===== src/rtl/urd_rx_fd_job_queue.sv =====
// FWFT job queue between the rx frame-decode controller and the processing stage.
// Optional per-type push statistics are enabled by URD_RX_FD_JOB_QUEUE_STATS_EN.
module urd_rx_fd_job_queue #(
    parameter int DEPTH        = 8,
    parameter int JOB_W        = 32,
    parameter int ERR_ID_W     = 8,
    parameter int EARLY_MARGIN = 2
) (
    input  logic                       clk,
    input  logic                       rst,
    input  logic                       wr_job,
    input  logic                       wr_err_job,
    input  logic [JOB_W-1:0]           wr_job_data,
    input  logic [ERR_ID_W-1:0]        wr_err_id,
    input  logic                       flush,
    output logic                       slot_available,
    output logic                       slot_available_early,
    output logic                       rd_valid,
    input  logic                       rd_ready,
    output logic [JOB_W-1:0]           rd_job_data,
    output logic                       rd_is_error,
    output logic [ERR_ID_W-1:0]        rd_err_id,
    output logic [$clog2(DEPTH+1)-1:0] level,
    output logic                       overflow,
    output logic [15:0]                stat_job_cnt,
    output logic [15:0]                stat_err_cnt
);
    localparam int PW = $clog2(DEPTH);
    localparam int LW = $clog2(DEPTH+1);
    localparam logic [LW-1:0] LVL_FULL  = LW'(DEPTH);
    localparam logic [LW-1:0] LVL_EARLY = LW'(DEPTH - EARLY_MARGIN);
    localparam logic [LW-1:0] LVL_ONE   = LW'(1);
    localparam logic [PW-1:0] PTR_ONE   = PW'(1);

    logic [JOB_W-1:0]    mem_data [DEPTH];
    logic                mem_err  [DEPTH];
    logic [ERR_ID_W-1:0] mem_id   [DEPTH];

    logic [PW-1:0] wr_ptr;
    logic [PW-1:0] rd_ptr;
    logic [LW-1:0] level_q;
    logic          push;
    logic          pop;
    logic          full;
    logic          accept;

    assign push   = wr_job | wr_err_job;
    assign full   = (level_q == LVL_FULL);
    assign pop    = rd_valid & rd_ready;
    // At full a push is only taken when the head leaves in the same cycle.
    assign accept = push & (~full | pop);

    assign rd_valid             = (level_q != '0);
    assign level                = level_q;
    assign slot_available       = (level_q < LVL_FULL);
    assign slot_available_early = (level_q < LVL_EARLY);

    // Head is masked while empty so the outputs read zero out of reset.
    assign rd_job_data = rd_valid ? mem_data[rd_ptr] : '0;
    assign rd_is_error = rd_valid ? mem_err[rd_ptr]  : 1'b0;
    assign rd_err_id   = rd_valid ? mem_id[rd_ptr]   : '0;

    always_ff @(posedge clk) begin
        if (!rst && !flush && accept) begin
            mem_data[wr_ptr] <= wr_job_data;
            mem_err[wr_ptr]  <= wr_err_job;
            mem_id[wr_ptr]   <= wr_err_job ? wr_err_id : '0;
        end
    end

    always_ff @(posedge clk) begin
        if (rst) begin
            wr_ptr   <= '0;
            rd_ptr   <= '0;
            level_q  <= '0;
            overflow <= 1'b0;
        end else if (flush) begin
            wr_ptr  <= '0;
            rd_ptr  <= '0;
            level_q <= '0;
        end else begin
            if (accept) wr_ptr <= wr_ptr + PTR_ONE;
            if (pop)    rd_ptr <= rd_ptr + PTR_ONE;
            case ({accept, pop})
                2'b10:   level_q <= level_q + LVL_ONE;
                2'b01:   level_q <= level_q - LVL_ONE;
                default: level_q <= level_q;
            endcase
            if (push && full && !pop) overflow <= 1'b1;
        end
    end

`ifdef URD_RX_FD_JOB_QUEUE_STATS_EN
    logic [15:0] job_cnt;
    logic [15:0] err_cnt;

    always_ff @(posedge clk) begin
        if (rst) begin
            job_cnt <= '0;
            err_cnt <= '0;
        end else if (!flush && accept) begin
            if (!wr_err_job && job_cnt != 16'hFFFF) job_cnt <= job_cnt + 16'd1;
            if (wr_err_job  && err_cnt != 16'hFFFF) err_cnt <= err_cnt + 16'd1;
        end
    end

    assign stat_job_cnt = job_cnt;
    assign stat_err_cnt = err_cnt;
`else
    assign stat_job_cnt = '0;
    assign stat_err_cnt = '0;
`endif

endmodule

===== config.mk =====
export PLATFORM = sky130hd
export DESIGN_NAME = urd_rx_fd_job_queue
export DESIGN_NICKNAME = d
export VERILOG_FILES = /design/src/rtl/urd_rx_fd_job_queue.sv
export SDC_FILE = /design/constraint.sdc
export NUM_CORES = 1
export LEC_CHECK = 0
export BUFFER_PORTS_ARGS = -buffer_cell sky130_fd_sc_hd__buf_2
export CORE_MARGIN = 4
export CORE_UTILIZATION = 61
export CTS_BUF_LIST = sky130_fd_sc_hd__clkbuf_2
export CTS_CLUSTER_DIAMETER = 50
export DETAILED_ROUTE_END_ITERATION = 6
export GPL_ROUTABILITY_DRIVEN = 0
export PLACE_DENSITY = 0.81
export RECOVER_POWER = 100
export SYNTH_ARGS = -nofsm -noshare
export SYNTH_HDL_FRONTEND = slang
export SYNTH_SLANG_ARGS = --single-unit

===== constraint.sdc =====
create_clock -name clk -period 5.51 [get_ports clk]
set_clock_uncertainty 0.1 [all_clocks]
set_input_delay 0 -clock clk [delete_from_list [all_inputs] [get_ports clk]]
set_output_delay 0 -clock clk [all_outputs]
set_load 0.05 [all_outputs]

==> results.cfg <==
[timing]
fin_setup_tns_ns = 0
maxSlewViolCount = 59
timing.fmax_ghz = 0.226
worst_pin_slew_ns = 2.55
finalCritPeriodShare_pct = 80.4
fin_ws_ns = 1.08
finalSetupViolations = 0
slew_headroom_pct = -69.9
rsz0062_at_grt = false
finalCriticalPeriod_ns = 4.43
hold_viol = 0

[global_routing]
antenna_found_initial = 2
grt_pass1_vias = 7562
grt_usage_pct = 22.5
grt_max_degree = 83
grt-ovfl-total = 0
grt_pass1_wl_um = 41800

[worst_setup_path]
critPathLaunchType = input pin
critPathKind = input pin to flop
r2r_cells = 5
cp.required_ns = 5.81
cp.arrival_ns = 4.72
cp_max_fo = 33
crit_path_end_kind = flop

[synthesis]
synth_seq_cells = 342
yosys_warnings = 0
synthAdderAreaFrac_pct = 0.278
synth_top_family_by_area = multiplexers
synth_compound_area_share_pct = 1.06
synth_edf_count = 328
synthSimpleGateAreaFrac_pct = 3.25
netlist_instances = 655
async_reset_ff_share_pct = 0
ys.flop_type = edfxtp_1
synth.mux.area_fraction_pct = 16.9
seq_area_frac_synth_pct = 75.0
syn_avg_cell_area_sq_um = 20.6
syn-cell-area_sq_um = 13500
synth-xor-area-share_pct = 0.324
synth_cell_types = 41

[placed_design]
dp_hpwl_um = 14300
dp_slack_ns = 2.29
portBuffers = 94

[min_path]
hp-class = input pin to flop
hold_depth = 4

[die]
rows = 54
core_area_sq_um = 21800
ios = 127
chipHeight_um = 157
dieArea_sq_um = 24600
chipWidth_um = 157
initial_core_util_pct = 61.9

[flow_run]
maxCapViolations = 2

[clock_tree]
htree_levels = 3
cts_resized = 0
cts_setup_buffers = 0
cts_tree = yes
numCtsBuffers = 78
clockBufferDepth = 3
cts-root-buf = clkbuf_2
clkSinkCount = 342
clk_latency_ns = 0.78
clkSlewWorstSetupHoldPaths_ns = 0.11

[detailed_routing]
via_count = 7066
drtIter0Drc = 577
avgViaCountPerCell = 5.78
wl_um = 26600
ant_nets = 0
dr.pass1.iters = 5
post_drt_wl_per_cell_um = 21.8
drcViolationCount = 0

[layout]
final_nets = 937
synthToLayoutAreaGrowth_pct = 15.1
drive_above_1_share_pct = 27.9
nFillCells = 1326

[power]
power_leakage_nw = 5.06
ir_drop_mv = 0.146
p_per_area_nw_per_um2 = 303

[outcome]
status = finished, violations left
violations = capacitance limit, slew limit
[cells in the final DEF (no fill, tap or decap), types with 2 or more instances in the layout]
| master | n |
|---|---|
| edfxtp_1 | 328 |
| clkbuf_2 | 117 |
| dlygate4sd3_1 | 84 |
| mux4_2 | 82 |
| clkbuf_1 | 54 |
| nor2_1 | 53 |
| mux2i_1 | 43 |
| buf_2 | 41 |
| conb_1 | 32 |
| clkinv_1 | 14 |
| dfxtp_1 | 11 |
| and2_0 | 8 |
| nor3_1 | 6 |
| buf_4 | 5 |
| inv_2 | 4 |
| nor2_4 | 4 |
| a21oi_1 | 4 |
| xor2_1 | 4 |
| nor4_1 | 3 |
| nand2b_1 | 3 |
| o21a_1 | 3 |
| nand2_1 | 3 |
| nand3_1 | 3 |
| a211oi_1 | 3 |
| ha_1 | 3 |
| dfxtp_4 | 3 |
| diode_2 | 2 |
| o21ai_0 | 2 |
| or3_1 | 2 |
[routing by layer]
metal / part of all wire [%] / vias to the layer above / wire [um] / global-route usage (%)
met5: 0 / - / 0 / 0
met4: 1.6 / 0 / 414 / 6.94
met3: 7.8 / 39 / 2070 / 5.56
met2: 52 / 337 / 13900 / 37.8
met1: 39 / 3591 / 10300 / 29.7
li1: - / 3099 / - / -
[synthesized netlist by cell type (all sizes together) (3+ instances only)]
| cell type | count | area, sq um |
|---|---|---|
| ha | 3 | 37.5 |
| buf | 58 | 383 |
| nand3 | 3 | 15.0 |
| nor4 | 3 | 33.8 |
| o21a | 3 | 22.5 |
| a21oi | 4 | 20.0 |
| dfxtp | 14 | 280 |
| mux2i | 43 | 430 |
| clkbuf | 9 | 33.8 |
| nor3 | 7 | 40.0 |
| xor2 | 4 | 35.0 |
| mux4 | 82 | 1850 |
| nand2b | 3 | 18.8 |
| nor2 | 58 | 220 |
| a211oi | 3 | 22.5 |
| and2 | 8 | 50.1 |
| nand2 | 3 | 11.3 |
| edfxtp | 328 | 9850 |
| or3 | 3 | 23.8 |
[registers in the layout, indices dropped and copies added, names as in the netlist, named ones only]
register / count
rd_ptr: 3
level: 4
wr_ptr: 3
overflow: 1
mem_err: 8
mem_data: 256
mem_id: 64
[critical path, stage by stage]
cell and delay [ns]:
dlygate4sd3_1 0.51, dlygate4sd3_1 0.54, clkbuf_1 0.55, or2_0 0.45, o21a_1 0.28, nand3b_1 0.25, nor3_1 1.17, clkbuf_2 0.95
[area by class of cell]
type / instances / area [sq um] / share of cell area (%)
inverter: 2 / 7.51 / 0.0483
tap: 280 / 350 / 2.26
sequential: 342 / 10100 / 65.3
antenna: 2 / 5.00 / 0.0322
clock buffer: 113 / 566 / 3.64
multi-input combinational: 275 / 3060 / 19.7
timing repair buffer: 189 / 1310 / 8.43
clock inverter: 19 / 98.8 / 0.636
[per-stage QoR]
stage                     util, %  std cells  area (sq um)  power [mW]  hold slack [ns]
after floorplan                 -        686         13600        3.17          -0.0276
after global placement       64.9       1004         14200        3.22           0.0885
after detailed placement     64.9       1004         14200        3.24           0.0961
after CTS                    71.8       1220         15700        4.75           0.0288
after global routing         71.2       1222         15500        4.93           0.0586
final                        71.2       1222         15500        4.71            0.119
[power by group]
| part | internal [mW] | switching [mW] |
|---|---|---|
| Sequential | 2.86 | 0.0134 |
| Combinational | 0.107 | 0.232 |
| Clock | 0.589 | 0.906 |
| Total | 3.56 | 1.15 |
[timing repair]
item / CTS / global route
hold buffers: 84 / 0
hold endpoints to repair: 400 / 0
setup endpoints to repair: 0 / 0
[logic make-up (layout without fill, tap and decap cells)]
kind of cell / count (synthesis) / count (layout)
buf+inv: 69 / 323
other cells: 1 / 34
flops: 342 / 342
mux: 125 / 125
compound gates: 18 / 18
simple gates: 92 / 92
xor+xnor: 5 / 5
fa+ha+maj: 3 / 3
[worst paths after layout]
path                                 end  slack [ns]                    from
setup / recovery  mem_id[0][7]$_DFFE_PP_        1.08              wr_err_job
hold / removal    wr_ptr[2]$_SDFFE_PP0P_        0.12                     rst
setup reg to reg  mem_id[0][7]$_DFFE_PP_        1.59   level[1]$_SDFFE_PP0P_
hold reg to reg                     flop        0.39  rd_ptr[1]$_SDFFE_PP0P_
Note: power is estimated with default switching activity, not from simulation.
